**config.mk**
```make
export PLATFORM = sky130hd
export DESIGN_NAME = pe_mac_param_flat
export DESIGN_NICKNAME = d
export VERILOG_FILES = /design/src/rtl/pe_mac_param_if.sv /design/src/rtl/pe_mac_param.sv /design/src/flat_wrapper.sv
export SDC_FILE = /design/constraint.sdc
export NUM_CORES = 1
export LEC_CHECK = 0
export ABC_AREA = 1
export CELL_PAD_IN_SITES_DETAIL_PLACEMENT = 0
export CELL_PAD_IN_SITES_GLOBAL_PLACEMENT = 1
export CORE_MARGIN = 2
export CORE_UTILIZATION = 30
export CTS_CLUSTER_DIAMETER = 200
export DETAILED_ROUTE_END_ITERATION = 8
export PLACE_DENSITY_LB_ADDON = 0.1
export SLEW_MARGIN = 20
export SYNTH_ARGS = -nofsm -noshare
export SYNTH_HDL_FRONTEND = slang
export SYNTH_SLANG_ARGS = --single-unit
```
**constraint.sdc**
```tcl
create_clock -name clk -period 8.38 [get_ports clk]
set_input_delay 1.676 -clock clk [delete_from_list [all_inputs] [get_ports clk]]
set_output_delay 1.676 -clock clk [all_outputs]
set_load 0.02 [all_outputs]
```
**src/rtl/pe_mac_param_if.sv**
```systemverilog
// Bundles the north/west inputs and south/east outputs of one processing element.
interface pe_mac_param_if #(
  parameter int DATA_W = 8,
  parameter int ACC_W  = 32
);
  logic              en;
  logic              mode;
  logic [ACC_W-1:0]  psum_in;
  logic [DATA_W-1:0] weight_in;
  logic              accept_w_in;
  logic [DATA_W-1:0] input_in;
  logic              valid_in;
  logic              switch_in;
  logic              drain_in;
  logic              ovf_clr;
  logic [ACC_W-1:0]  psum_out;
  logic [DATA_W-1:0] weight_out;
  logic [DATA_W-1:0] input_out;
  logic              valid_out;
  logic              switch_out;
  logic              drain_out;
  logic              ovf;

  modport master (
    output en, mode, psum_in, weight_in, accept_w_in, input_in,
           valid_in, switch_in, drain_in, ovf_clr,
    input  psum_out, weight_out, input_out, valid_out, switch_out,
           drain_out, ovf
  );

  modport slave (
    input  en, mode, psum_in, weight_in, accept_w_in, input_in,
           valid_in, switch_in, drain_in, ovf_clr,
    output psum_out, weight_out, input_out, valid_out, switch_out,
           drain_out, ovf
  );
endinterface

```
**src/rtl/pe_mac_param.sv**
```systemverilog
// Systolic-array MAC processing element, weight-stationary or
// output-stationary, with optional saturation and a sticky overflow flag.
module pe_mac_param #(
  parameter int DATA_W = 8,
  parameter int ACC_W  = 32,
  parameter int SAT_EN = 1
) (
  input logic           clk,
  input logic           rst_n,
  pe_mac_param_if.slave bus
);

  localparam int PW = 2 * DATA_W;

  // Registered state
  logic [DATA_W-1:0] r_w_shadow, r_w_active;
  logic [ACC_W-1:0]  r_acc, r_psum_out;
  logic [DATA_W-1:0] r_weight_out, r_input_out;
  logic              r_valid_out, r_switch_out, r_drain_out, r_ovf;

  // Datapath and next-state wires
  logic [DATA_W-1:0] w_w_eff, w_mul_b;
  logic [PW-1:0]     w_a_ext, w_b_ext, w_prod;
  logic [ACC_W-1:0]  w_addend, w_mac;
  logic [ACC_W:0]    w_prod_ext, w_sum;
  logic              w_ovf_evt;
  logic [DATA_W-1:0] w_shadow_nxt, w_active_nxt, w_weight_nxt, w_input_nxt;
  logic [ACC_W-1:0]  w_acc_nxt, w_psum_nxt;
  logic              w_ovf_nxt;

  // Clamp (or wrap) an ACC_W+1 bit sum into ACC_W bits.
  function automatic logic [ACC_W-1:0] f_sat(input logic [ACC_W:0] s);
    logic [ACC_W-1:0] v;
    if ((SAT_EN != 0) && (s[ACC_W] != s[ACC_W-1])) begin
      if (s[ACC_W]) v = {1'b1, {(ACC_W-1){1'b0}}};
      else          v = {1'b0, {(ACC_W-1){1'b1}}};
    end else begin
      v = s[ACC_W-1:0];
    end
    return v;
  endfunction

  // A weight arriving together with switch_in is already the promoted one.
  assign w_w_eff  = bus.switch_in ? r_w_shadow : r_w_active;
  assign w_mul_b  = bus.mode ? bus.weight_in : w_w_eff;
  // OS drain with valid starts a new tile, so the accumulator addend is zero.
  assign w_addend = bus.mode ? (bus.drain_in ? {ACC_W{1'b0}} : r_acc) : bus.psum_in;

  // Low PW bits of a product of sign-extended operands equal the signed product.
  assign w_a_ext    = {{DATA_W{bus.input_in[DATA_W-1]}}, bus.input_in};
  assign w_b_ext    = {{DATA_W{w_mul_b[DATA_W-1]}}, w_mul_b};
  assign w_prod     = w_a_ext * w_b_ext;
  assign w_prod_ext = {{(ACC_W+1-PW){w_prod[PW-1]}}, w_prod};
  assign w_sum      = {w_addend[ACC_W-1], w_addend} + w_prod_ext;
  assign w_mac      = f_sat(w_sum);
  assign w_ovf_evt  = bus.valid_in & (w_sum[ACC_W] ^ w_sum[ACC_W-1]);

  // Next-state selection for weights, accumulator and forwarded data.
  always_comb begin
    w_shadow_nxt = r_w_shadow;
    w_active_nxt = r_w_active;
    w_acc_nxt    = r_acc;
    w_psum_nxt   = {ACC_W{1'b0}};
    w_weight_nxt = {DATA_W{1'b0}};
    w_input_nxt  = bus.valid_in ? bus.input_in : r_input_out;
    w_ovf_nxt    = w_ovf_evt | (r_ovf & ~bus.ovf_clr);
    if (!bus.mode) begin
      if (bus.accept_w_in) begin
        w_shadow_nxt = bus.weight_in;
        w_weight_nxt = bus.weight_in;
      end else begin
        w_weight_nxt = {DATA_W{1'b0}};
      end
      if (bus.switch_in) w_active_nxt = r_w_shadow;
      else               w_active_nxt = r_w_active;
      if (bus.valid_in) w_psum_nxt = w_mac;
      else              w_psum_nxt = {ACC_W{1'b0}};
    end else begin
      w_weight_nxt = bus.valid_in ? bus.weight_in : {DATA_W{1'b0}};
      w_psum_nxt   = bus.drain_in ? r_acc : bus.psum_in;
      case ({bus.drain_in, bus.valid_in})
        2'b01, 2'b11: w_acc_nxt = w_mac;
        2'b10:        w_acc_nxt = {ACC_W{1'b0}};
        default:      w_acc_nxt = r_acc;
      endcase
    end
  end

  // State and output registers; en low clears everything synchronously.
  always_ff @(posedge clk or negedge rst_n) begin
    if (!rst_n) begin
      r_w_shadow   <= {DATA_W{1'b0}};
      r_w_active   <= {DATA_W{1'b0}};
      r_acc        <= {ACC_W{1'b0}};
      r_psum_out   <= {ACC_W{1'b0}};
      r_weight_out <= {DATA_W{1'b0}};
      r_input_out  <= {DATA_W{1'b0}};
      r_valid_out  <= 1'b0;
      r_switch_out <= 1'b0;
      r_drain_out  <= 1'b0;
      r_ovf        <= 1'b0;
    end else if (!bus.en) begin
      r_w_shadow   <= {DATA_W{1'b0}};
      r_w_active   <= {DATA_W{1'b0}};
      r_acc        <= {ACC_W{1'b0}};
      r_psum_out   <= {ACC_W{1'b0}};
      r_weight_out <= {DATA_W{1'b0}};
      r_input_out  <= {DATA_W{1'b0}};
      r_valid_out  <= 1'b0;
      r_switch_out <= 1'b0;
      r_drain_out  <= 1'b0;
      r_ovf        <= 1'b0;
    end else begin
      r_w_shadow   <= w_shadow_nxt;
      r_w_active   <= w_active_nxt;
      r_acc        <= w_acc_nxt;
      r_psum_out   <= w_psum_nxt;
      r_weight_out <= w_weight_nxt;
      r_input_out  <= w_input_nxt;
      r_valid_out  <= bus.valid_in;
      r_switch_out <= bus.switch_in;
      r_drain_out  <= bus.drain_in;
      r_ovf        <= w_ovf_nxt;
    end
  end

  assign bus.psum_out   = r_psum_out;
  assign bus.weight_out = r_weight_out;
  assign bus.input_out  = r_input_out;
  assign bus.valid_out  = r_valid_out;
  assign bus.switch_out = r_switch_out;
  assign bus.drain_out  = r_drain_out;
  assign bus.ovf        = r_ovf;

endmodule
```
**src/flat_wrapper.sv**
```systemverilog
// flat-port wrapper written by rule: the top's interface ports become plain ports
module pe_mac_param_flat 
#(
  parameter int DATA_W = 8,
  parameter int ACC_W  = 32,
  parameter int SAT_EN = 1
)
  (clk, rst_n, bus_en, bus_mode, bus_psum_in, bus_weight_in, bus_accept_w_in, bus_input_in, bus_valid_in, bus_switch_in, bus_drain_in, bus_ovf_clr, bus_psum_out, bus_weight_out, bus_input_out, bus_valid_out, bus_switch_out, bus_drain_out, bus_ovf);
  pe_mac_param_if #(.DATA_W(DATA_W), .ACC_W(ACC_W)) bus_i ();
  input logic clk;
  input logic rst_n;
  input wire logic [$bits(bus_i.en)-1:0] bus_en;
  input wire logic [$bits(bus_i.mode)-1:0] bus_mode;
  input wire logic [$bits(bus_i.psum_in)-1:0] bus_psum_in;
  input wire logic [$bits(bus_i.weight_in)-1:0] bus_weight_in;
  input wire logic [$bits(bus_i.accept_w_in)-1:0] bus_accept_w_in;
  input wire logic [$bits(bus_i.input_in)-1:0] bus_input_in;
  input wire logic [$bits(bus_i.valid_in)-1:0] bus_valid_in;
  input wire logic [$bits(bus_i.switch_in)-1:0] bus_switch_in;
  input wire logic [$bits(bus_i.drain_in)-1:0] bus_drain_in;
  input wire logic [$bits(bus_i.ovf_clr)-1:0] bus_ovf_clr;
  output wire logic [$bits(bus_i.psum_out)-1:0] bus_psum_out;
  output wire logic [$bits(bus_i.weight_out)-1:0] bus_weight_out;
  output wire logic [$bits(bus_i.input_out)-1:0] bus_input_out;
  output wire logic [$bits(bus_i.valid_out)-1:0] bus_valid_out;
  output wire logic [$bits(bus_i.switch_out)-1:0] bus_switch_out;
  output wire logic [$bits(bus_i.drain_out)-1:0] bus_drain_out;
  output wire logic [$bits(bus_i.ovf)-1:0] bus_ovf;
  assign bus_i.en = bus_en;
  assign bus_i.mode = bus_mode;
  assign bus_i.psum_in = bus_psum_in;
  assign bus_i.weight_in = bus_weight_in;
  assign bus_i.accept_w_in = bus_accept_w_in;
  assign bus_i.input_in = bus_input_in;
  assign bus_i.valid_in = bus_valid_in;
  assign bus_i.switch_in = bus_switch_in;
  assign bus_i.drain_in = bus_drain_in;
  assign bus_i.ovf_clr = bus_ovf_clr;
  assign bus_psum_out = bus_i.psum_out;
  assign bus_weight_out = bus_i.weight_out;
  assign bus_input_out = bus_i.input_out;
  assign bus_valid_out = bus_i.valid_out;
  assign bus_switch_out = bus_i.switch_out;
  assign bus_drain_out = bus_i.drain_out;
  assign bus_ovf = bus_i.ovf;
  pe_mac_param #(.DATA_W(DATA_W), .ACC_W(ACC_W), .SAT_EN(SAT_EN)) u_core (.clk(clk), .rst_n(rst_n), .bus(bus_i));
endmodule
```
==> Word level (Yosys, flattened, before mapping) <==
Index checks and enable logic that the tools add are counted.
{ "classes": {"add_sub_neg": 1, "mul": 1, "n_eq_ne": 9, "mux": 28, "n_bitwise": 5, "n_reduce_logical": 3} }
{ "ops": {"columns": ["op", "n"], "rows": [
  ["$mux 32", 10],
  ["$mux 8", 13],
  ["$pmux 32 s2", 1],
  ["$add 32x16->33", 1],
  ["$mul 8x8->16", 1],
  ["$ne 2x1->1 const B", 3],
  ["$eq 2x2->1 const B", 2],
  ["$mux 1", 4],
  ["$reduce_and 2->1", 2],
  ["$ne 3x1->1 const B", 1],
  ["$and 1x1->1", 2],
  ["$eq 2x1->1 const B", 1],
  ["$ne 2x2->1 const B", 1],
  ["$reduce_or 2->1", 1],
  ["$ne 1x1->1", 1],
  ["$not 1->1", 1],
  ["$or 1x1->1", 1],
  ["$xor 1x1->1", 1]
]} }
{ "word_totals": {"regBits": 100, "input_bits": 57, "out_inout_bits": 52, "elab_cells": 57} }

==> Depth between registers and ports, before layout <==
Gate-level depths: netlist of run 1.
{ "depth": {"word_depth": 9, "mapped_depth": 32, "ltp_nobuf": 30} }

==> Worst setup path after synthesis of run 1 <==
No wires, ideal clock.
{ "synth_path": {"kind": "input to register", "from": "input bus_mode", "to": "register u_core.r_psum_out[9] (netlist: u_core.bus.psum_out[9])", "t_arrival_ns": 7.609, "path_slack_ns": 0.651, "cell_stages": 26, "path_buffers": 3, "path_cell_list": "buf_2 > buf_1 > a21oi_1 > nand2_1 > fa_1 > inv_1 > fa_1 > fa_1 > fa_1 > fa_1 > ha_1 > nand2_1 > nand2_2 > nor2_4 > inv_2 > nand2_1 > nand3_2 > nand2_2 > nand2_2 > nand2_1 > nand2_2 > nand2_4 > buf_12 > nand2_4 > nand3_1 > nand2_1"} }
{ "synth_via": {"elab_chain_len": 8, "elab_cells_between_ends": 10} }
{ "synth_lines": {"columns": ["element", "line", "rtl"], "rows": [
  ["start: declaration", "flat_wrapper.sv:13", "input wire logic [$bits(bus_i.mode)-1:0] bus_mode;"],
  ["$mux 8", "pe_mac_param.sv:45", "assign w_mul_b = bus.mode ? bus.weight_in : w_w_eff;"],
  ["$mul 8x8->16", "pe_mac_param.sv:52", "assign w_prod = w_a_ext * w_b_ext;"],
  ["$add 32x16->33", "pe_mac_param.sv:54", "assign w_sum = {w_addend[ACC_W-1], w_addend} + w_prod_ext;"],
  ["$mux 32 / $ne 1x1->1 (equally long branches)", "pe_mac_param.sv:35, pe_mac_param.sv:34", null],
  ["$mux 32", "pe_mac_param.sv:34", "if ((SAT_EN != 0) && (s[ACC_W] != s[ACC_W-1])) begin"],
  ["$mux 32", "pe_mac_param.sv:76", "if (bus.valid_in) w_psum_nxt = w_mac;"],
  ["$mux 32 *", "pe_mac_param.sv:67", "if (!bus.mode) begin"],
  ["$mux 32 *", "pe_mac_param.sv:102", "end else if (!bus.en) begin"],
  ["end signal: assignment", "pe_mac_param.sv:95", "r_psum_out <= {ACC_W{1'b0}};"],
  ["end signal: assignment", "pe_mac_param.sv:106", "r_psum_out <= {ACC_W{1'b0}};"],
  ["end signal: assignment", "pe_mac_param.sv:117", "r_psum_out <= w_psum_nxt;"],
  ["end: declaration", "pe_mac_param.sv:17", "logic [ACC_W-1:0] r_acc, r_psum_out;"]
]} }
Every way passes the cells marked *; elsewhere a longest branch is shown, timed or not.
A chain may end at the register's enable or synchronous reset.

==> Worst setup path in the final report of run 1 <==
{ "layout_path": {"from": "input bus_switch_in", "to": "register u_core.r_ovf (netlist: u_core.bus.ovf)"} }
{ "layout_via": {"elab_chain_len": 8} }
{ "layout_lines": {"columns": ["element", "line", "rtl"], "rows": [
  ["start: declaration", "flat_wrapper.sv:19", "input wire logic [$bits(bus_i.switch_in)-1:0] bus_switch_in;"],
  ["$mux 8", null, null],
  ["$mux 8", "pe_mac_param.sv:45", null],
  ["$mul 8x8->16", "pe_mac_param.sv:52", null],
  ["$add 32x16->33", "pe_mac_param.sv:54", null],
  ["$xor 1x1->1", "pe_mac_param.sv:56", "assign w_ovf_evt = bus.valid_in & (w_sum[ACC_W] ^ w_sum[ACC_W-1]);"],
  ["$and 1x1->1", "pe_mac_param.sv:56", null],
  ["$or 1x1->1", "pe_mac_param.sv:66", "w_ovf_nxt = w_ovf_evt | (r_ovf & ~bus.ovf_clr);"],
  ["$mux 1", "pe_mac_param.sv:102", null],
  ["end signal: assignment", "pe_mac_param.sv:123", "r_ovf <= w_ovf_nxt;"],
  ["end: declaration", "pe_mac_param.sv:19", "logic r_valid_out, r_switch_out, r_drain_out, r_ovf;"]
]} }
No other way between the ends.

==> out/results.txt, run 1 <==
Outcome - completed
Height of the die - 197 um
Vias/cell - 4.59
Synth Area per Inst - 8.14 sq um
Fraction of layout cells with a size suffix above 1 - 8.38%
Minimum clock period - 7700 ps
Hold path depth - 2
Number of buffers created by CTS - 9
Initial antenna violation count - 1
Sum Neg Setup Slack - 0 ps
Post-route ant nets - 0
Reg2Reg Depth - 26
Routability cong. - 0.844
Initial DRC Count - 433
Commonest non-fill, non-tap cell in the layout - nand2_1
Reg clk slew, reported paths - 70 ps
RR Endpoint - u_core.bus.ovf$_DFF_PN0_
Wirelength per Cell - 18.3 um
Num ports - 109
Root buf cell - clkbuf_16
Routed wire length - 35800 um
CP Class - in -> reg
Hold Crit Start - u_core.r_acc[4]$_DFFE_PN0P_
Vias in the first global route - 9329
Commonest non-fill, non-tap cells in the layout - 289 x nand2_1, 246 x inv_1, 140 x fa_1
Critical Path Source Type - input pin
Post-Syn Area - 0.0112 sq mm
Area Growth Syn to Fin - 19.3%
Htree depth - 3
Yosys warns - 0
Hold Path Class - reg -> reg
Gr busiest metal - met2
Clk sink count - 100
GRT overflow - 0
Worst-skew pair later-pin latency - 350 ps
WP buf/inv - 5
Slew margin rel. - 29.5%
Largest net degree at the start of global routing - 57
Worst slew pin tran - 1060 ps
Max Cap Violations - 0
Routed via count - 9000
Yosys reg bits - 100
Final Cycle Share - 91.8%
RSZ-0062 raised after global routing - no
Max Slew Vio Count - 0
Global routing usage on met2 - 34.1%
Final setup viols - 0
Worst Path Required - 8620 ps
PortBufs - 108
Register area share after synthesis - 22.4%
ANT cells - 0
Sequential Area - 0.00250 sq mm
Yosys cell types - 41
Setup Fix Bufs, Post-CTS - 0
FMAX - 0.130 GHz
FILL cells - 3852
Post-DP HPWL - 29000 um
Core area - 0.0367 sq mm
Post-synth EDFFs - 0
Arr. time, crit path - 7930 ps
Clock Skew - 6.68 ps
Synth Net Count - 1644
Worst reg-to-reg setup slack - 2430 ps
Drt pass-1 iters - 5
CTS tree - done
Worst hold endpoint - u_core.r_acc[4]$_DFFE_PN0P_
Ys async rst share - 100%
Most used cell, CP - nand2_1
Post-synth top flop - dfrtp_1
Crit path max-delay cell type - fa_1
Gate Count Post-Synth - 1375
CTS resizes - 0
CP endpoint kind - flop
Area of the multi-input gates - 0.00751 sq mm
GRT met1 Usage - 24.4%
Fin nets - 1755
Die area - 0.0389 sq mm
Worst r2r src - u_core.r_w_active[2]$_DFFE_PN0P_
Met3 Track Usage GR - 2.54%
Clk buf depth - 2
DRC Markers - 0
Site Rows - 70
Chip width - 197 um
Initial Utilization - 30.5%
Crit-path max cell delay - 610 ps
Global-route wire length before repair - 55800 um
Total track usage - 19.0%
Count of final hold-check violations - 0
Largest delay share family, worst path - adder cells
Hold-fix buffers at CTS - 0
Max FO, Critical Path - 26
==> per-layer routing <==
layer,wire (um),share of wire [%],up-vias
li1,-,-,4490
met1,15800,44,4346
met2,18400,51,134
met3,927,2.6,28
met4,690,1.9,2
met5,8,0.022,-
==> state kept, by name (all words and copies together) (netlist names), 8 cells and up <==
name                   cells
u_core.bus.input_out       8
u_core.bus.psum_out       32
u_core.r_w_shadow          8
u_core.r_acc              32
u_core.r_w_active          8
u_core.bus.weight_out      8
==> cells in the mapped netlist, drive strengths merged (13+ instances only) <==
cell      n  area share, %
nor2    138            4.9
a22oi    24            1.6
nand3    93            4.5
nor3     13           0.63
xnor2    16            1.3
a211oi   16            1.1
dfrtp   100             22
nand2   329             13
clkbuf   23           0.77
o21ai    46            2.1
ha       72            8.0
fa      140             25
a21oi    39            1.9
buf      20            1.3
inv     256            8.6
==> final cells by class <==
class	count	area share (%)
clock inverter	7	0.750
inverter	257	7.22
timing repair buffer	143	10.9
clock buffer	9	1.69
multi-input combinational	975	56.3
tap	468	4.38
sequential	100	18.7
==> stage by stage <==
| step | hold WS [ps] | setup WS (ps) | std cells | utilization, % | area [sq um] |
|---|---|---|---|---|---|
| 2_1_floorplan | 449 | 651 | 1375 | - | 11200 |
| 5_1_grt | 516 | 294 | 1959 | 36.4 | 13400 |
| 3_3_place_gp | 464 | 265 | 1943 | 35.5 | 13000 |
| 3_5_place_dp | 465 | 341 | 1943 | 35.5 | 13000 |
| 6_report | 485 | 685 | 1959 | 36.4 | 13400 |
| 4_1_cts | 485 | 673 | 1959 | 36.4 | 13400 |
==> logic make-up (layout without fill, tap and decap cells) <==
logic type	count (synthesis)	after routing	share of synthesized area, %
XOR/XNOR	25	25	1.96
AND/OR/NAND/NOR	585	585	23.5
flip-flops	100	100	22.4
adder cells (fa/ha/maj)	212	212	33.1
buffers and inverters	300	416	10.7
AO/OA/AOI/OAI	153	153	8.46
==> worst max path at each step <==
stage                              from                                 to  slack, ps  cells after the start
after detailed placement  bus_switch_in           u_core.bus.ovf$_DFF_PN0_        340                     26
after floorplan                bus_mode   u_core.bus.psum_out[9]$_DFF_PN0_        650                     26
after global placement    bus_switch_in           u_core.bus.ovf$_DFF_PN0_        270                     26
after CTS                 bus_switch_in           u_core.bus.ovf$_DFF_PN0_        670                     26
final                     bus_switch_in           u_core.bus.ovf$_DFF_PN0_        680                     26
after global routing      bus_switch_in  u_core.bus.psum_out[11]$_DFF_PN0_        290                     25
==> worst reg2reg max path, stage by stage, from the launching register on <==
cell	delay (ps)
dfrtp_1	320
inv_1	50
nor2_1	80
a211oi_1	60
a21oi_1	340
nand2_1	270
fa_1	600
fa_1	610
inv_1	90
buf_12	160
fa_1	540
fa_1	430
ha_1	290
ha_1	360
a21oi_1	260
nand2_1	120
nand2_1	70
nand2_1	80
a21oi_2	240
nand2_2	80
nand2_1	80
nand2_2	80
nand2_4	270
buf_12	190
nand2_1	60
nand2_1	50
o21ai_1	60
Power of run 1 is not shown: default switching activity piles up to over one toggle a cycle in this logic, so the estimate is an artifact.
==> run 2: changes to the inputs <==
CORE_ASPECT_RATIO = 1.25   (was unset)
CORE_UTILIZATION = 45   (was 30)
==> run 2 against run 1 <==
Effect of this change:
- setup slack worse by 210 ps
- cell count fell by 7.4%
- global-route usage increased by 6.6 points
- highest routed layer is now met4
==> out/results.txt, run 2 (synthesis gave the netlist of run 1 again) <==
Metal-1 WL - 12400 um
Area of the multi-input gates - 0.00752 sq mm
Slew margin rel. - 31.2%
ANT cells - 0
WP buf/inv - 4
Count of final hold-check violations - 0
Htree depth - 3
Core area - 0.0245 sq mm
Max Cap Violations - 0
Minimum clock period - 7900 ps
CP Class - in -> reg
Initial Utilization - 45.7%
Reg clk slew, reported paths - 70 ps
Routed via count - 9210
Die area - 0.0262 sq mm
Routability cong. - 0.921
Routed wire length - 32500 um
Chip width - 145 um
Outcome - completed
Site Rows - 64
Wirelength per Cell - 17.9 um
Worst Path Required - 8620 ps
PortBufs - 108
Vias in the first global route - 9572
Clock Skew - 13.0 ps
GRT overflow - 0
Arr. time, crit path - 8140 ps
Hold Path Class - reg -> reg
Height of the die - 180 um
CP endpoint kind - flop
Final Cycle Share - 94.3%
Critical Path Source Type - input pin
Fin nets - 1749
Post-route ant nets - 0
FILL cells - 2457
Initial antenna violation count - 0
Metal2 WL - 17900 um
DR top layer - met4
Sequential Area - 0.00250 sq mm
Worst-skew pair later-pin latency - 360 ps
Post-DP HPWL - 26400 um
Sum Neg Setup Slack - 0 ps
Worst slew pin tran - 1030 ps
Crit-path max cell delay - 890 ps
Largest delay share family, worst path - adder cells
Global-route wire length before repair - 52200 um
Largest net degree at the start of global routing - 60
Max FO, Critical Path - 22
CP Cell Sequence - clkdlybuf4s50_1 -> a211oi_1 -> a21oi_1 -> nand2_1 -> fa_1 -> fa_1 -> inv_1 -> buf_4 -> fa_1 -> fa_1 -> ha_1 -> ha_1 -> a21oi_1 -> and2_1 -> nand2_1 -> a21oi_2 -> nand2_2 -> nand2_1 -> nand2_1 -> nand2_4 -> buf_12 -> nand2_1 -> nand2_1 -> o21ai_1
Initial DRC Count - 501
RSZ-0062 raised after global routing - no
Worst reg-to-reg setup slack - 2360 ps
Num ports - 109
Clk sink count - 100
Commonest non-fill, non-tap cells in the layout - 289 x nand2_1, 246 x inv_1, 140 x fa_1
Vias/cell - 5.07
Fraction of layout cells with a size suffix above 1 - 7.88%
Metal3 WL - 950 um
Final setup viols - 0
Max Slew Vio Count - 0
Drt pass-1 iters - 5
Clk buf depth - 2
Most used cell, CP - nand2_1
Root buf cell - clkbuf_16
Total track usage - 25.7%
Hold-fix buffers at CTS - 0
Crit path max-delay cell type - clkdlybuf4s50_1
Area Growth Syn to Fin - 16.5%
CTS resizes - 0
CTS tree - done
DRC Markers - 0
FMAX - 0.127 GHz
Setup Fix Bufs, Post-CTS - 0
Number of buffers created by CTS - 9
Commonest non-fill, non-tap cell in the layout - nand2_1
[run 2: changes by cell type in the layout (fill, tap and decap cells not counted)]
cell / before / now
inv_6: 1 / 3
clkdlybuf4s50_1: 106 / 107
nor2_2: 7 / 5
bufinv_16: 2 / 0
clkinv_2: 0 / 1
clkinv_4: 1 / 0
clkinv_8: 0 / 2
clkinvlp_4: 3 / 1
buf_12: 10 / 4
nor2_1: 129 / 130
buf_2: 1 / 0
nor2_4: 2 / 3
[run 2: path summary, 6_finish.rpt]
kind                       cells past startpoint                        startpoint                          endpoint
max                                           24                     bus_switch_in          u_core.bus.ovf$_DFF_PN0_
min                                            2       u_core.r_acc[0]$_DFFE_PN0P_       u_core.r_acc[0]$_DFFE_PN0P_
max reg2reg                                   25  u_core.r_w_active[2]$_DFFE_PN0P_          u_core.bus.ovf$_DFF_PN0_
min reg2reg                                    2       u_core.r_acc[0]$_DFFE_PN0P_       u_core.r_acc[0]$_DFFE_PN0P_
max in group asynchronous                      2                             rst_n      u_core.r_acc[14]$_DFFE_PN0P_
min in group asynchronous                      1                             rst_n  u_core.r_w_active[2]$_DFFE_PN0P_
[run 2: metrics by stage]
stage / cells / hold slack (ps) / utilization (%) / setup WS (ps) / cell area [sq um]
after floorplan: 1375 / 449 / - / 651 / 11200
after global placement: 1799 / 463 / 52.0 / 159 / 12700
after detailed placement: 1799 / 465 / 52.0 / 201 / 12700
after CTS: 1815 / 485 / 53.2 / 530 / 13000
after global routing: 1815 / 507 / 53.2 / 45.2 / 13000
final: 1815 / 485 / 53.2 / 479 / 13000
[run 2: final cells by class]
type	count	share of cell area, %
repair buffers	137	10.3
inverters	257	7.40
well taps	330	3.17
multi-input cells	975	57.6
clock buffers	9	1.73
flip-flops and latches	100	19.2
clock inverters	7	0.547
[run 2: layer usage]
| layer | global-route usage (%) | up-vias |
|---|---|---|
| li1 | - | 4469 |
| met1 | 29.4 | 4512 |
| met2 | 48.9 | 186 |
| met3 | 2.99 | 43 |
| met4 | 9.45 | 0 |
| met5 | 0 | - |
[run 2: worst min-delay path, delay by kind of cell, from the launching register on]
kind	cells	cell delay [ps]
DFF	1	340
and+or+nand+nor	2	120
Power of run 2 is left out for the same reason.
==> run 3: changes to the inputs <==
CORE_UTILIZATION = 48   (was 45)
clock period = 9.5 ns   (was 8.38 ns; I/O delays follow)
==> run 3 against run 2 <==
Effect of this change:
- clock-buffer cell count increased by 1
- critical path depth fell by 1
- global-route usage increased by 1.4 points
- sequential cell count stayed put
==> out/results.txt, run 3 (synthesis gave the netlist of run 1 again) <==
Hold Path Class - reg -> reg
Height of the die - 175 um
Critical Path Stages - 23
CP endpoint kind - flop
DRC Markers - 0
Sum Neg Setup Slack - 0 ps
Commonest non-fill, non-tap cells in the layout - 289 x nand2_1, 246 x inv_1, 140 x fa_1
Chip width - 141 um
Worst-skew pair later-pin latency - 360 ps
Hold-fix buffers at CTS - 0
Metal3 WL - 1010 um
Reg2Reg Depth - 23
Routability cong. - 0.961
Final setup viols - 0
Core area - 0.0230 sq mm
Num ports - 109
Largest net degree at the start of global routing - 70
Arr. time, crit path - 9080 ps
Clk buf depth - 2
Root buf cell - clkbuf_16
Routed wire length - 32000 um
Commonest non-fill, non-tap cell in the layout - nand2_1
Post-DP HPWL - 25800 um
Setup Fix Bufs, Post-CTS - 0
Outcome - completed
WP buf/inv - 4
Post-Place Setup Slack - 383 ps
Drt pass-1 iters - 6
Clock Skew - 12.9 ps
Wirelength per Cell - 18.2 um
Initial antenna violation count - 0
Worst reg-to-reg setup slack - 2860 ps
Die area - 0.0246 sq mm
CTS resizes - 0
CTS tree - done
GRT overflow - 0
RSZ-0062 raised after global routing - no
Metal-1 WL - 12400 um
Number of buffers created by CTS - 9
Initial Utilization - 48.8%
Clk sink count - 100
Max Slew Vio Count - 0
Worst Path Required - 9800 ps
Most used cell, CP - nand2_1
Hold path depth - 2
PortBufs - 108
Fraction of layout cells with a size suffix above 1 - 7.12%
Vias/cell - 5.24
Vias in the first global route - 9528
CP Cell Sequence - clkdlybuf4s50_1 -> buf_4 -> a211oi_1 -> a21oi_1 -> nand2_1 -> fa_1 -> fa_1 -> inv_1 -> fa_1 -> fa_1 -> ha_1 -> ha_1 -> a21oi_1 -> and2_1 -> nand2_1 -> a21oi_2 -> nand2_2 -> nand2_1 -> nand2_1 -> nand2_4 -> buf_4 -> nand3_1 -> nand2_1
FMAX - 0.114 GHz
Slew margin rel. - 28.3%
Site Rows - 62
Global-route wire length before repair - 51600 um
Crit-path max cell delay - 670 ps
Area Growth Syn to Fin - 14.9%
Count of final hold-check violations - 0
Post-route ant nets - 0
Routed via count - 9231
Htree depth - 3
Crit path max-delay cell type - clkdlybuf4s50_1
Metal2 WL - 17600 um
DR top layer - met4
Largest delay share family, worst path - adder cells
Fin nets - 1738
Total track usage - 27.1%
Minimum clock period - 8780 ps
Max FO, Critical Path - 29
Post-layout util - 56.0%
Critical Path Source Type - input pin
Worst Slack Setup Final - 718 ps
CP Class - in -> reg
Initial DRC Count - 516
ANT cells - 0
Reg clk slew, reported paths - 80 ps
Worst slew pin tran - 1080 ps
FILL cells - 2202
Max Cap Violations - 0
Final Cycle Share - 92.4%
==> run 3: path summary, 6_finish.rpt <==
check / endpoint / startpoint
setup reg to reg: u_core.r_acc[16]$_DFFE_PN0P_ / u_core.r_w_active[3]$_DFFE_PN0P_
hold reg to reg: u_core.r_acc[4]$_DFFE_PN0P_ / u_core.r_acc[4]$_DFFE_PN0P_
min in group asynchronous: u_core.bus.input_out[3]$_DFFE_PN0P_ / rst_n
setup / recovery: u_core.r_acc[16]$_DFFE_PN0P_ / bus_mode
hold / removal: u_core.r_acc[4]$_DFFE_PN0P_ / u_core.r_acc[4]$_DFFE_PN0P_
max in group asynchronous: u_core.r_acc[17]$_DFFE_PN0P_ / rst_n
==> run 3: routing by layer <==
layer | global-route usage (%) | vias to the layer above
li1 | - | 4449
met1 | 32.7 | 4514
met2 | 51.1 | 228
met3 | 2.19 | 40
met4 | 8.38 | 0
met5 | 0 | -
==> run 3: final cells by class <==
| type | instances | area, sq um | area share, % |
|---|---|---|---|
| multi-input combinational | 975 | 7520 | 58.5 |
| sequential | 100 | 2500 | 19.5 |
| timing repair buffer | 126 | 1230 | 9.54 |
| tap | 288 | 360 | 2.80 |
| clock inverter | 6 | 53.8 | 0.418 |
| clock buffer | 10 | 229 | 1.78 |
| inverter | 257 | 965 | 7.50 |
==> run 3: through the flow <==
stage / hold slack [ps] / area (sq um) / std cells
after global routing: 496 / 12900 / 1762
final: 484 / 12900 / 1762
after detailed placement: 465 / 12600 / 1746
after CTS: 484 / 12900 / 1762
after floorplan: 449 / 11200 / 1375
after global placement: 463 / 12600 / 1746
==> run 3: worst register-to-register path, stage by stage, from the launching register on <==
cell,delay [ps]
dfrtp_1,330
inv_1,50
nor2_1,80
a211oi_1,80
a21oi_1,470
nand2_1,210
fa_1,640
fa_1,660
inv_1,580
fa_1,550
fa_1,460
ha_1,290
ha_1,360
a21oi_1,280
and2_1,190
nand2_1,90
a21oi_2,260
nand2_2,80
nand2_1,70
nand2_1,80
nand2_4,270
buf_4,300
nand3_1,110
nand2_1,100
Power of run 3 is left out for the same reason.
